File: config.mk
export PLATFORM = sky130hd
export DESIGN_NAME = c_wl_seq
export DESIGN_NICKNAME = d
export VERILOG_FILES = /design/src/rtl/c_wl_seq.sv
export SDC_FILE = /design/constraint.sdc
export NUM_CORES = 1
export LEC_CHECK = 0
export ABC_AREA = 1
export BUFFER_PORTS_ARGS = -buffer_cell sky130_fd_sc_hd__buf_2
export CAP_MARGIN = 5
export CORE_ASPECT_RATIO = 1.2
export CORE_MARGIN = 4
export CORE_UTILIZATION = 35
export CTS_BUF_LIST = sky130_fd_sc_hd__clkbuf_4 sky130_fd_sc_hd__clkbuf_8
export DETAILED_ROUTE_END_ITERATION = 6
export PLACE_DENSITY = 0.62
export SYNTH_ARGS = -nofsm -noshare
export SYNTH_HDL_FRONTEND = slang
export SYNTH_SLANG_ARGS = --single-unit
File: constraint.sdc
create_clock -name CLK -period 1.5 [get_ports CLK]
set_input_delay 0.15 -clock CLK [delete_from_list [all_inputs] [get_ports CLK]]
set_output_delay 0.15 -clock CLK [all_outputs]
set_load 0.01 [all_outputs]
File: src/rtl/c_wl_seq.sv
// Write sequencer for one VPE group's switch/sign wordline array: walks the 5 x 61 cell space,
// driving the C_WL_DEC address, a timed WL_EN strobe and BL_DATA. Optional macro: C_WL_SEQ_SKIP_SIGN_EN.
module c_wl_seq #(
  parameter int SETUP_CYC = 1,
  parameter int PULSE_CYC = 4,
  parameter int HOLD_CYC  = 1
) (
  input  logic       CLK,
  input  logic       RSTN,
  input  logic       START,
  input  logic       CFG_VALID,
  input  logic       CFG_BIT,
  output logic       CFG_READY,
  output logic [2:0] VPE_XIDX,
  output logic [5:0] SW_IN_VPE,
  output logic       WL_EN,
  output logic       BL_DATA,
  output logic       BUSY,
  output logic       DONE
);

  localparam logic [2:0] ST_IDLE  = 3'd0;
  localparam logic [2:0] ST_LOAD  = 3'd1;
  localparam logic [2:0] ST_SETUP = 3'd2;
  localparam logic [2:0] ST_PULSE = 3'd3;
  localparam logic [2:0] ST_HOLD  = 3'd4;

  localparam logic [2:0] LAST_VPE = 3'd4;
`ifdef C_WL_SEQ_SKIP_SIGN_EN
  localparam logic [5:0] LAST_CELL = 6'd59;
`else
  localparam logic [5:0] LAST_CELL = 6'd60;
`endif

  // Counter is loaded with length-1 so the state ends when it reads zero.
  localparam logic [7:0] SETUP_LD = 8'(SETUP_CYC - 1);
  localparam logic [7:0] PULSE_LD = 8'(PULSE_CYC - 1);
  localparam logic [7:0] HOLD_LD  = 8'(HOLD_CYC - 1);

  logic [2:0] state_q, state_d;
  logic [7:0] cnt_q, cnt_d;
  logic [2:0] xidx_q, xidx_d;
  logic [5:0] sw_q, sw_d;
  logic       bl_q, bl_d;
  logic       wl_q, wl_d;
  logic       ready_q, ready_d;
  logic       busy_q, busy_d;
  logic       done_q, done_d;

  // Output flops are computed from the next state so every output is registered.
  always_comb begin
    state_d = state_q;
    cnt_d   = cnt_q;
    xidx_d  = xidx_q;
    sw_d    = sw_q;
    bl_d    = bl_q;
    wl_d    = 1'b0;
    ready_d = 1'b0;
    busy_d  = busy_q;
    done_d  = 1'b0;

    case (state_q)
      ST_IDLE: begin
        if (START) begin
          state_d = ST_LOAD;
          ready_d = 1'b1;
          busy_d  = 1'b1;
        end
      end
      ST_LOAD: begin
        ready_d = 1'b1;
        if (CFG_VALID && ready_q) begin
          bl_d    = CFG_BIT;
          cnt_d   = SETUP_LD;
          state_d = ST_SETUP;
          ready_d = 1'b0;
        end
      end
      ST_SETUP: begin
        if (cnt_q == 8'd0) begin
          state_d = ST_PULSE;
          cnt_d   = PULSE_LD;
          wl_d    = 1'b1;
        end else begin
          cnt_d = cnt_q - 8'd1;
        end
      end
      ST_PULSE: begin
        wl_d = 1'b1;
        if (cnt_q == 8'd0) begin
          state_d = ST_HOLD;
          cnt_d   = HOLD_LD;
          wl_d    = 1'b0;
        end else begin
          cnt_d = cnt_q - 8'd1;
        end
      end
      ST_HOLD: begin
        if (cnt_q != 8'd0) begin
          cnt_d = cnt_q - 8'd1;
        end else if (xidx_q == LAST_VPE && sw_q == LAST_CELL) begin
          state_d = ST_IDLE;
          xidx_d  = 3'd0;
          sw_d    = 6'd0;
          busy_d  = 1'b0;
          done_d  = 1'b1;
        end else begin
          state_d = ST_LOAD;
          ready_d = 1'b1;
          if (sw_q == LAST_CELL) begin
            sw_d   = 6'd0;
            xidx_d = xidx_q + 3'd1;
          end else begin
            sw_d = sw_q + 6'd1;
          end
        end
      end
      default: begin
        state_d = ST_IDLE;
        xidx_d  = 3'd0;
        sw_d    = 6'd0;
        busy_d  = 1'b0;
      end
    endcase
  end

  always_ff @(posedge CLK) begin
    if (!RSTN) begin
      state_q <= ST_IDLE;
      cnt_q   <= 8'd0;
      xidx_q  <= 3'd0;
      sw_q    <= 6'd0;
      bl_q    <= 1'b0;
      wl_q    <= 1'b0;
      ready_q <= 1'b0;
      busy_q  <= 1'b0;
      done_q  <= 1'b0;
    end else begin
      state_q <= state_d;
      cnt_q   <= cnt_d;
      xidx_q  <= xidx_d;
      sw_q    <= sw_d;
      bl_q    <= bl_d;
      wl_q    <= wl_d;
      ready_q <= ready_d;
      busy_q  <= busy_d;
      done_q  <= done_d;
    end
  end

  assign CFG_READY = ready_q;
  assign VPE_XIDX  = xidx_q;
  assign SW_IN_VPE = sw_q;
  assign WL_EN     = wl_q;
  assign BL_DATA   = bl_q;
  assign BUSY      = busy_q;
  assign DONE      = done_q;

endmodule

Word level (Yosys, flattened, before mapping)
Index checks and enable logic that the tools add are counted.
{"block": "classes", "n_addsub": 3, "n_eq_ne": 14, "mux": 33, "bitwise_logic": 4, "n_reduce_logical": 15}
{"operator": "$mux 8", "n": 4}
{"operator": "$pmux 8 s4", "n": 1}
{"operator": "$mux 3", "n": 8}
{"operator": "$mux 6", "n": 3}
{"operator": "$pmux 3 s5", "n": 1}
{"operator": "$ne 2x2->1 const B", "n": 7}
{"operator": "$pmux 6 s2", "n": 1}
{"operator": "$mux 1", "n": 11}
{"operator": "$logic_not 8->1", "n": 1}
{"operator": "$reduce_bool 8->1", "n": 1}
{"operator": "$sub 8x1->8 const B", "n": 1}
{"operator": "$add 6x1->6 const B", "n": 1}
{"operator": "$eq 3x2->1 const B", "n": 2}
{"operator": "$eq 3x3->1 const B", "n": 2}
{"operator": "$eq 6x6->1 const B", "n": 1}
{"operator": "$pmux 1 s3", "n": 2}
{"operator": "$pmux 3 s2", "n": 1}
{"operator": "$reduce_and 3->1", "n": 2}
{"operator": "$reduce_or 3->1", "n": 2}
{"operator": "$reduce_and 5->1", "n": 1}
{"operator": "$not 1->1", "n": 4}
{"operator": "$reduce_and 2->1", "n": 2}
{"operator": "$reduce_and 4->1", "n": 1}
{"operator": "$reduce_bool 4->1", "n": 1}
{"operator": "other kinds (7)", "n": 8}
{"block": "totals", "regBits": 25, "in_bits": 5, "output_inout_bits": 14, "wordCells": 78}

Longest topological paths before layout
Gate-level depths: netlist (run 1).
{"block": "logic_depth", "depth_word": 5, "mapped_depth": 11, "ltp_nobuf": 11}

Worst setup path before layout (run 1)
No wires, ideal clock.
{"block": "synth_timing", "kind": "reg-to-reg", "from": "reg cnt_q[0]", "to": "reg xidx_q[1] (netlist: VPE_XIDX[1])", "setup_time_ns": 0.070, "t_arrival_ns": 1.290, "required_time_ns": 1.430, "setup_slack_ns": 0.140, "path_stages_with_launch": 12, "path_buffers": 0, "period_less_slack_ns": 1.360, "cell_sequence": "dfxtp_1 > inv_1 > ha_1 > nand3_1 > inv_1 > nand2_2 > nand2_2 > nand2_2 > nor2_4 > inv_2 > nand2_2 > a21oi_1"}
{"block": "synth_between", "elab_chain_len": 3}
{"element": "start: declaration", "line": "41", "source": "logic [7:0] cnt_q, cnt_d;"}
{"element": "start signal: assignment", "line": "140", "source": "cnt_q <= cnt_d;"}
{"element": "$reduce_bool 8->1", "line": "99", "source": "if (cnt_q != 8'd0) begin"}
{"element": "$ne 2x2->1 (no source line)"}
{"element": "$reduce_and 3->1 (no source line)"}
{"element": "end signal: assignment", "line": "141", "source": "xidx_q <= xidx_d;"}
{"element": "end: declaration", "line": "42", "source": "logic [2:0] xidx_q, xidx_d;"}
Every way passes these cells.
A chain may end at the register's enable or synchronous reset.

Final worst setup path (run 1)
{"block": "layout_timing", "from": "reg cnt_q[1]", "to": "reg state_q[1]"}
{"block": "layout_between", "elab_chain_len": 3, "elab_cells_between_ends": 6, "cone_classes": "eq/ne: 3; reduce/logical: 3"}
{"element": "$reduce_bool 8->1 or $logic_not 8->1 (tied branches)", "line": "99, 80, 90"}
{"element": "$ne 2x2->1 (no source line)"}
{"element": "$reduce_and 5->1 (no source line) *"}
{"element": "end signal: assignment", "line": "139", "source": "state_q <= state_d;"}
{"element": "end: declaration", "line": "40", "source": "logic [2:0] state_q, state_d;"}
Every way passes the cells marked *; elsewhere a longest branch is shown, timed or not.

==> flow_metrics.tcl, run 1 <==
set metrics [dict create \
    grt.total_usage_pct 13.8 \
    fp-row-count 25 \
    postSynthRegisterBits 25 \
    ys_async_sr_fraction_pct 0 \
    synth-edff-count 0 \
    slew_headroom_pct 67.5 \
    critical_hold_path_startpoint "CFG_BIT" \
    worst_slew_pin_slew_ps 487 \
    total_cts_buffers 3 \
    final_hold_fails 0 \
    crit-reg2reg-launch "cnt_q[1]" \
    finClkSkew_ps 4.23 \
    place_congestion 0.849 \
    period_needed_ps 1430 \
    post_drt_wl_per_cell_um 10.9 \
    fin_crit_sh_pct 95.5 \
    num_antenna_cells 0 \
    synth-warning-count 0 \
    tritoncts "yes" \
    global_route.overflow_total 0 \
    synth-seq-area-share_pct 34.9 \
    netlist.area_leader.share_pct 34.9 \
    maxCapViolCount 0 \
    core_area_um2 3940 \
    path_cells "inv_2 -> ha_4 -> nand3_2 -> inv_2 -> nand2_4 -> nand2_4 -> nand2_1 -> nor2_2 -> nand3_1 -> a21oi_1" \
    final_cells 309 \
    worst-setup-path-type "register to register" \
    clockRootBuffer "sky130_fd_sc_hd__clkbuf_8" \
    vias_in_the_first_global_route 1381 \
    clock.fmax_ghz 0.698 \
    reg_to_reg_endpoint "state_q[1]" \
    dp.cells 298 \
    cpPeakStageDelay_ps 340 \
    critical_path.max_fanout 4 \
    hold_depth 3 \
    cts.sink_count 25 \
    power-per-cell-area_nw_per_um2 1750 \
    peakVddDrop_mv 0.639 \
    worst_path_max_delay_cell "sky130_fd_sc_hd__dfxtp_2" \
    antenna_found_initial 0 \
    min_path_type "input port to register" \
    fill_cells 409 \
    worst-endpoint-arrival_ps 1620 \
    yosys-top-cells-area "sky130_fd_sc_hd__dfxtp_1 35%, sky130_fd_sc_hd__nand2_1 14%, sky130_fd_sc_hd__nand3_1 7.3%, sky130_fd_sc_hd__a21oi_1 7.0%, sky130_fd_sc_hd__inv_1 6.8%" \
    largest_net_degree_at_the_start_of_global_routing 15 \
    timing_max_transition_violations_final 0 \
    detailedRoute.firstPassIterationCount 4 \
    io_pins 19 \
    vias_per_cell 4.71 \
    final_layout_size_suffix_gt1_share_pct 33.3 \
    setup_total_negative_slack_ps 0 \
    type_of_origin_of_the_critical_path "register" \
    area_growth_pct 30.9 \
    die-area_um2 5190 \
    antenna_violating_nets_post_route 0 \
    clock_path_buffers 2 \
    worst_hold_path.endpoint "BL_DATA" \
    synthCells 214 \
    fin_total_pwr_w 0.00327 \
    post-synth-top-area-cell "sky130_fd_sc_hd__dfxtp_1" \
    outcome "complete, no violations" \
    wire_length_of_the_first_global_routing_pass_um 5820 \
    timing.reg2reg.worst_path_depth 10 \
    clk_transition_reported_paths_ps 90 \
    static-leakage-power_nw 0.855 \
    initial_utilization_pct 36.3 \
    post_synth_num_cell_types 24 \
    synth_ff_type "sky130_fd_sc_hd__dfxtp_1" \
    num_vias 1456 \
    routed_wirelength_um 3370 \
    holdWs_ps 144 \
    cts_max_level 1 \
    final_core_utilization_pct 47.6 \
    detail_route.drc_violations 0 \
    post-dp-hpwl_um 2510 \
    synth.avg_cell_area_um2 6.69 \
    worst_setup_end_kind "register" \
    nets 267 \
    worstSkewPairLatency_ps 270 \
    post_synth_instance_area_um2 1430 \
    layout.cells.most_common "sky130_fd_sc_hd__nand2_1" \
    most-common-layout-cells "49 x sky130_fd_sc_hd__nand2_1, 23 x sky130_fd_sc_hd__inv_1, 22 x sky130_fd_sc_hd__dfxtp_1" \
    ff_to_ff_setup_slack_ps 70 \
    numPortBuffers 18 \
    initialDrtViolationCount 30 \
    die_w_um 66.4 \
    synth_nets 225 \
    finalSetupViolCount 0 \
    critical_path_required_ps 1690 \
    die-height_um 78.1 \
    rsz_0062_raised_after_global_routing "yes" \
]
==> final cells by class <==
type	count	area [um2]	share of cell area (%)
clock buffer	3	41.3	2.20
clock inverter	1	5.00	0.267
inverter	32	120	6.40
multi-input combinational	155	890	47.4
sequential	25	504	26.9
tap	54	67.6	3.60
timing repair buffer	39	248	13.2
==> metrics by stage <==
step,worst slack (ps),area [um2]
after floorplan,140,1430
after global placement,17.3,1680
after detailed placement,-19.0,1680
after CTS,1.57,1750
after global routing,-19.0,1880
final,66.9,1880
==> state kept, by name (all words and copies together) (netlist names) <==
| register | flops |
|---|---|
| BL_DATA | 1 |
| BUSY | 1 |
| CFG_READY | 1 |
| DONE | 1 |
| SW_IN_VPE | 6 |
| VPE_XIDX | 3 |
| WL_EN | 1 |
| cnt_q | 8 |
| state_q | 3 |
==> worst max path at each step <==
stage	from	endpoint	slack [ps]	cells past startpoint
2_1_floorplan	cnt_q[0]	VPE_XIDX[1]	140	11
3_3_place_gp	cnt_q[1]	cnt_q[4]	20	10
3_5_place_dp	cnt_q[1]	cnt_q[4]	-20	10
4_1_cts	cnt_q[1]	state_q[1]	2	10
5_1_grt	cnt_q[1]	SW_IN_VPE[4]	-20	9
6_report	cnt_q[1]	state_q[1]	70	10
==> power by group <==
| group | switching [W] | total, W | internal, W | leakage (nW) |
|---|---|---|---|---|
| Combinational | 0.00119 | 0.00194 | 0.000752 | 0.626 |
| Sequential | 0.000110 | 0.000919 | 0.000809 | 0.204 |
| Clock | 0.000224 | 0.000409 | 0.000186 | 0.0255 |
| Total | 0.00153 | 0.00327 | 0.00175 | 0.855 |
==> worst max-delay path, delay by kind of cell, from the launching register on <==
| kind | cells | cell delay, ps |
|---|---|---|
| DFF | 1 | 340 |
| and+or+nand+nor | 6 | 590 |
| adders and majority gates | 1 | 120 |
| AOI/OAI and AO/OA | 1 | 150 |
| buffers and inverters | 2 | 140 |
==> synth_stat cells, types with 2 or more instances <==
master,number
sky130_fd_sc_hd__inv_1,26
sky130_fd_sc_hd__nor2_4,4
sky130_fd_sc_hd__nand4_1,2
sky130_fd_sc_hd__nand2_2,8
sky130_fd_sc_hd__dfxtp_1,25
sky130_fd_sc_hd__inv_2,6
sky130_fd_sc_hd__nand3_1,21
sky130_fd_sc_hd__nor3_1,3
sky130_fd_sc_hd__xor2_1,2
sky130_fd_sc_hd__a21oi_1,20
sky130_fd_sc_hd__nor2_1,21
sky130_fd_sc_hd__o21ai_0,5
sky130_fd_sc_hd__nand3_2,2
sky130_fd_sc_hd__nand2_1,53
sky130_fd_sc_hd__clkbuf_1,2
sky130_fd_sc_hd__ha_1,6
==> repair_timing <==
item / 4_1_cts / 5_1_grt
setup buffers: 0 / 6
cloned: 1 / 0
hold buffers: 0 / 0
endpoints found under the setup margin: 12 / 19
gates resized for setup: 4 / 24
pin swaps: 1 / 11
==> cell families (layout without fill, tap and decap cells) <==
logic type                 count (synthesis)  in the layout  share of synthesized area, %
adders and majority gates                  6              6                          5.24
and+or+nand+nor                          117            118                          38.1
xor gates and xnor gates                   2              2                          1.22
AOI/OAI and AO/OA                         29             29                          10.8
buffers and inverters                     35             75                          9.69
DFF                                       25             25                          34.9
==> per-layer routing <==
layer | up-vias | routed length [um] | track usage, %
met1 | 679 | 1490 | 16.7
met4 | 0 | 27 | 3.86
met2 | 14 | 1780 | 25.0
li1 | 761 | - | -
met5 | - | 0 | 0
met3 | 2 | 74 | 1.72
Note: power is estimated with default switching activity, not from simulation.
==> run 2: changes to the inputs <==
--- a/config.mk
+++ b/config.mk
@@ -14,4 +14,5 @@
 export CTS_BUF_LIST = sky130_fd_sc_hd__clkbuf_4 sky130_fd_sc_hd__clkbuf_8
 export DETAILED_ROUTE_END_ITERATION = 6
+export MAX_ROUTING_LAYER = met4
 export PLACE_DENSITY = 0.62
 export SYNTH_ARGS = -nofsm -noshare
==> constraint.sdc (replaced) <==
create_clock -name CLK -period 1.5 [get_ports CLK]
set_input_delay 0.075 -clock CLK [delete_from_list [all_inputs] [get_ports CLK]]
set_output_delay 0.075 -clock CLK [all_outputs]
set_load 0.01 [all_outputs]
==> run 2 against run 1 <==
Cell count stayed put. Flip-flop and latch count stayed put. Critical path depth stayed put. Wire length stayed put. Die area stayed put. First-iteration DRC count is 23% higher. Clock skew is 1.6 ps higher. Sequential power hardly changed. Largest power group unchanged. Highest routed layer unchanged.
==> flow_metrics.tcl, run 2 (synthesis gave the netlist of run 1 again) <==
set metrics [dict create \
    most-common-layout-cells "48 x sky130_fd_sc_hd__nand2_1, 23 x sky130_fd_sc_hd__inv_1, 22 x sky130_fd_sc_hd__dfxtp_1" \
    clockRootBuffer "sky130_fd_sc_hd__clkbuf_8" \
    post-dp-hpwl_um 2510 \
    clk_transition_reported_paths_ps 90 \
    finalSetupViolCount 0 \
    detailedRoute.firstPassIterationCount 4 \
    outcome "complete, no violations" \
    post-route-cell-area_um2 1890 \
    grt.total_usage_pct 14.2 \
    routed_wirelength_um 3370 \
    met1Wirelength_um 1500 \
    die_w_um 66.4 \
    wire_length_of_the_first_global_routing_pass_um 5830 \
    worstSkewPairLatency_ps 270 \
    min_path_type "input port to register" \
    critical_path_required_ps 1690 \
    dp_slack_ps -19.0 \
    io_pins 19 \
    antenna_violating_nets_post_route 0 \
    biggest_register "cnt_q" \
    place_congestion 0.863 \
    num_antenna_cells 0 \
    total_cts_buffers 3 \
    layout.cells.most_common "sky130_fd_sc_hd__nand2_1" \
    tritoncts "yes" \
    area_growth_pct 31.6 \
    vias_per_cell 4.67 \
    worst_setup_end_kind "register" \
    critical_path_s_top_delay_family "simple AND/OR/NAND/NOR gates" \
    critical_path.n_buffers_inverters 2 \
    largest_net_degree_at_the_start_of_global_routing 15 \
    finClkSkew_ps 5.87 \
    vias_in_the_first_global_route 1379 \
    cpPeakStageDelay_ps 340 \
    peakVddDrop_mv 0.645 \
    area_of_all_sequential_standard_cells_um2 504 \
    critical_path.max_fanout 4 \
    worst-setup-path-type "register to register" \
    detail_route.drc_violations 0 \
    final_hold_fails 0 \
    highest_layer "met4" \
    post_drt_wl_per_cell_um 10.9 \
    cts.sink_count 25 \
    fin_crit_sh_pct 96.0 \
    met2RoutedLength_um 1760 \
    cts_max_level 1 \
    power-per-cell-area_nw_per_um2 1760 \
    final_layout_size_suffix_gt1_share_pct 34.5 \
    clock.fmax_ghz 0.695 \
    maxCapViolCount 0 \
    worst-endpoint-arrival_ps 1630 \
    period_needed_ps 1440 \
    worst_path_max_delay_cell "sky130_fd_sc_hd__dfxtp_2" \
    fin_total_pwr_w 0.00332 \
    global_route.overflow_total 0 \
    met3_wirelength_um 76 \
    worst_slew_pin_slew_ps 524 \
    static-leakage-power_nw 0.857 \
    initialDrtViolationCount 37 \
    num_vias 1443 \
    path_cells "inv_2 -> ha_4 -> nand3_2 -> inv_2 -> nand2_4 -> nand2_4 -> nand2_1 -> nor2_2 -> nand3_1 -> a21oi_2" \
    dpl-instance-area_um2 1680 \
    die-area_um2 5190 \
    largest_register_ffs 8 \
    fill_cells 410 \
    die-height_um 78.1 \
    slew_headroom_pct 65.1 \
    numPortBuffers 18 \
    clock_path_buffers 2 \
    antenna_found_initial 0 \
    nets 267 \
    initial_utilization_pct 36.3 \
    postLayoutSetupSlackWorst_ps 60.5 \
    timing_max_transition_violations_final 0 \
    final_core_utilization_pct 47.8 \
    type_of_origin_of_the_critical_path "register" \
    core_area_um2 3940 \
    multi_input_comb_area_um2 900 \
    fp-row-count 25 \
]
-- run 2: cell types whose count changed in the layout (fill, tap and decap cells not counted) --
cell	before	now
sky130_fd_sc_hd__a21oi_2	2	4
sky130_fd_sc_hd__nand2_1	49	48
sky130_fd_sc_hd__nand2_2	7	8
sky130_fd_sc_hd__a21oi_1	18	16
-- run 2: final cells by class --
type,instances,area share [%]
sequential,25,26.7
inverter,32,6.37
clock inverter,1,0.265
clock buffer,3,2.19
tap,54,3.58
multi-input combinational,155,47.7
timing repair buffer,39,13.1
-- run 2: per-stage QoR --
| stage | setup TNS (ps) | cells | hold WS [ps] |
|---|---|---|---|
| 3_3_place_gp | 0 | 298 | 353 |
| 2_1_floorplan | 0 | 214 | 239 |
| 4_1_cts | 0 | 303 | 68.6 |
| 6_report | 0 | 309 | 71.8 |
| 5_1_grt | -19.9 | 309 | 95.2 |
| 3_5_place_dp | -26.7 | 298 | 357 |
-- run 2: tightest hold or removal path: stages --
cell,delay [ps]
sky130_fd_sc_hd__buf_2,90
sky130_fd_sc_hd__nand4_1,70
sky130_fd_sc_hd__a21oi_1,50
-- run 2: final timing paths --
kind	slack, ps	from	depth (start not counted)	end
worst min-delay path	70	CFG_BIT	3	BL_DATA
worst max register to register	60	cnt_q[1]	10	state_q[1]
worst max-delay path	60	cnt_q[1]	10	state_q[1]
worst min register to register	490	BL_DATA	2	BL_DATA
-- run 2: where the power goes --
part | total, W | internal [W] | switching, W
clock network | 0.000406 | 0.000186 | 0.000220
logic | 0.00199 | 0.000773 | 0.00122
registers | 0.000918 | 0.000809 | 0.000109
total | 0.00332 | 0.00177 | 0.00155
-- run 2: layer usage --
layer  track usage [%]  up-vias
met3              1.72        2
met1              16.7      665
met4              3.86        0
met2              25.0       15
li1                  -      761
met5                 -        -
-- run 2: timing repair --
action                                  4_1_cts  5_1_grt
gates cloned                                  1        0
endpoints found under the hold margin         0        0
gates resized for setup                       4       27
endpoints found under the setup margin       12       19
hold buffers                                  0        0
setup buffers                                 0        6
pin swaps                                     1        8
==> run 3: changes to the inputs <==
ABC_AREA = default   (was 1)
==> run 3 against run 2 <==
The run now ends with negative setup slack left. Synthesized cell count is 20% lower. Total power is 12% lower. Die area is 1.8% higher. Flip-flop and latch count stayed put. Sequential power is 12% lower. Worst setup slack worse by 300 ps. Critical endpoint is now SW_IN_VPE[1]. Highest routed layer unchanged.
==> flow_metrics.tcl, run 3 <==
set metrics [dict create \
    worst-setup-path-type "register to register" \
    multi_input_comb_area_um2 1090 \
    synth-edff-count 0 \
    synth_ff_type "sky130_fd_sc_hd__dfxtp_1" \
    post-synth-top-area-cell "sky130_fd_sc_hd__dfxtp_1" \
    clockRootBuffer "sky130_fd_sc_hd__clkbuf_8" \
    yosys-top-cells-area "sky130_fd_sc_hd__dfxtp_1 34%, sky130_fd_sc_hd__ha_1 5.1%, sky130_fd_sc_hd__a21oi_1 3.1%, sky130_fd_sc_hd__nand3_1 3.1%, sky130_fd_sc_hd__inv_1 3.1%" \
    num_antenna_cells 0 \
    tritoncts "yes" \
    post-dp-hpwl_um 3200 \
    largest_net_degree_at_the_start_of_global_routing 16 \
    peakVddDrop_mv 0.604 \
    maxCapViolCount 0 \
    die_w_um 67.0 \
    detail_route.drc_violations 0 \
    critical_path.max_fanout 7 \
    largest_register_ffs 8 \
    synth.most_common_cell "sky130_fd_sc_hd__dfxtp_1" \
    slew_headroom_pct 67.1 \
    dp.cells 285 \
    synth-warning-count 0 \
    global_route.overflow_total 0 \
    num_vias 1612 \
    die-area_um2 5280 \
    nets 256 \
    synthCells 172 \
    initialDrtViolationCount 75 \
    io_pins 19 \
    antenna_found_initial 0 \
    cts-hold-fix-buffers 0 \
    final_layout_size_suffix_gt1_share_pct 52.9 \
    finClkSkew_ps 7.66 \
    final_cells 298 \
    most-common-layout-cells "51 x sky130_fd_sc_hd__buf_4, 20 x sky130_fd_sc_hd__dfxtp_1, 18 x sky130_fd_sc_hd__buf_2" \
    grt.total_usage_pct 17.7 \
    final_hold_fails 0 \
    fp-row-count 25 \
    static-leakage-power_nw 0.949 \
    post_synth_instance_area_um2 1460 \
    postSynthRegisterBits 25 \
    place_congestion 0.821 \
    post_drt_wl_per_cell_um 14.8 \
    power-per-cell-area_nw_per_um2 1260 \
    initial_utilization_pct 36.8 \
    ys_async_sr_fraction_pct 0 \
    clock.fmax_ghz 0.575 \
    violated_checks "negative setup slack" \
    synth_nets 183 \
    biggest_register "cnt_q" \
    layout.cells.most_common "sky130_fd_sc_hd__buf_4" \
    worstSkewPairLatency_ps 270 \
    antenna_violating_nets_post_route 0 \
    worst_slew_pin_slew_ps 490 \
    rsz_0062_raised_after_global_routing "yes" \
    dpl-instance-area_um2 2010 \
    finalSetupViolCount 24 \
    post_synth_num_cell_types 51 \
    worst-endpoint-arrival_ps 1950 \
    critical_path_required_ps 1710 \
    synth-seq-area-share_pct 34.2 \
    core_area_um2 3970 \
    fin_crit_sh_pct 116 \
    netlist.area_leader.share_pct 34.2 \
    timing_max_transition_violations_final 0 \
    vias_in_the_first_global_route 1531 \
    die-height_um 78.8 \
    period_needed_ps 1740 \
    postLayoutSetupSlackWorst_ps -240 \
    type_of_origin_of_the_critical_path "register" \
    vias_per_cell 5.41 \
    detailedRoute.firstPassIterationCount 4 \
    synth.avg_cell_area_um2 8.50 \
    synth.cells.most_frequent "25 x sky130_fd_sc_hd__dfxtp_1, 12 x sky130_fd_sc_hd__inv_1, 12 x sky130_fd_sc_hd__nand2_1" \
    outcome "finished with violations" \
    min_path_type "input port to register" \
    numPortBuffers 18 \
    total_cts_buffers 3 \
    cts_max_level 1 \
    clock_path_buffers 2 \
    area_growth_pct 59.0 \
    clk_transition_reported_paths_ps 100 \
    fill_cells 351 \
    area_of_all_sequential_standard_cells_um2 509 \
    cts.sink_count 25 \
    post-route-cell-area_um2 2320 \
    wire_length_of_the_first_global_routing_pass_um 7220 \
    routed_wirelength_um 4430 \
    worst_setup_end_kind "register" \
]
[run 3: cell count changes after synthesis, sizes merged, moves of 5 or more]
cell    previous run  this run
a211oi             0         5
a21oi             21        10
inv               32        12
nand2             61        12
nand3             23         9
nor2              26         6
or3                0         6
or4                0         5
[run 3: worst max-delay path: stages (launching register included)]
cell,delay [ps]
sky130_fd_sc_hd__dfxtp_2,330
sky130_fd_sc_hd__inv_2,80
sky130_fd_sc_hd__ha_4,130
sky130_fd_sc_hd__or3b_4,440
sky130_fd_sc_hd__buf_6,150
sky130_fd_sc_hd__nor2_4,130
sky130_fd_sc_hd__buf_6,160
sky130_fd_sc_hd__buf_6,90
sky130_fd_sc_hd__a32oi_2,80
sky130_fd_sc_hd__nor2_1,100
[run 3: logic make-up after synthesis]
group	count (synthesis)	synth area share, %
buffers and inverters	21	6.16
flip-flops	25	34.2
XOR/XNOR	2	1.20
AO/OA/AOI/OAI	44	21.1
multiplexers	4	2.74
AND/OR/NAND/NOR	70	29.5
adder cells (fa/ha/maj)	6	5.14
[run 3: power breakdown]
| part | internal (W) | switching [W] |
|---|---|---|
| Sequential | 0.000740 | 0.0000639 |
| Clock | 0.000188 | 0.000232 |
| Combinational | 0.000900 | 0.000795 |
[run 3: cell type report]
class,instances,area share (%)
Sequential cell,25,21.9
Timing Repair Buffer,77,24.4
Clock buffer,3,1.78
Clock inverter,1,0.323
Multi-Input combinational cell,126,46.7
Inverter,12,1.94
Tap cell,54,2.91
[run 3: metrics by stage]
| stage | worst slack, ps | total power [W] | utilization, % | hold WS [ps] | TNS (ps) |
|---|---|---|---|---|---|
| after floorplan | -299 | 0.00152 | - | 223 | -4460 |
| after global placement | -307 | 0.00205 | 50.6 | 338 | -6010 |
| after detailed placement | -352 | 0.00205 | 50.6 | 343 | -6730 |
| after CTS | -222 | 0.00276 | 56.1 | 52.8 | -3990 |
| after global routing | -306 | 0.00307 | 58.5 | 49.7 | -5560 |
| final | -240 | 0.00292 | 58.5 | 46.6 | -4170 |
[run 3: path summary, 6_finish.rpt]
kind | start | end | slack [ps] | cells after the start
max | cnt_q[0] | SW_IN_VPE[1] | -240 | 9
min | CFG_BIT | BL_DATA | 50 | 3
max reg2reg | cnt_q[0] | SW_IN_VPE[1] | -240 | 9
min reg2reg | BL_DATA | BL_DATA | 460 | 2
[run 3: repair_timing]
action,CTS,global route
hold endpoints to repair,0,0
endpoints found under the setup margin,24,24
pin swaps,11,12
gates resized for setup,29,17
setup buffers,7,4
[run 3: per-layer routing]
layer  wire length (um)  GRT usage (%)  part of all wire, %  vias to the layer above
li1                   -              -                    -                      795
met1               1930           21.0                   44                      800
met2               2400           32.1                   54                       15
met3                 78           2.26                  1.8                        2
met4                 19           2.43                 0.43                        0
met5                  0              -                    0                        -
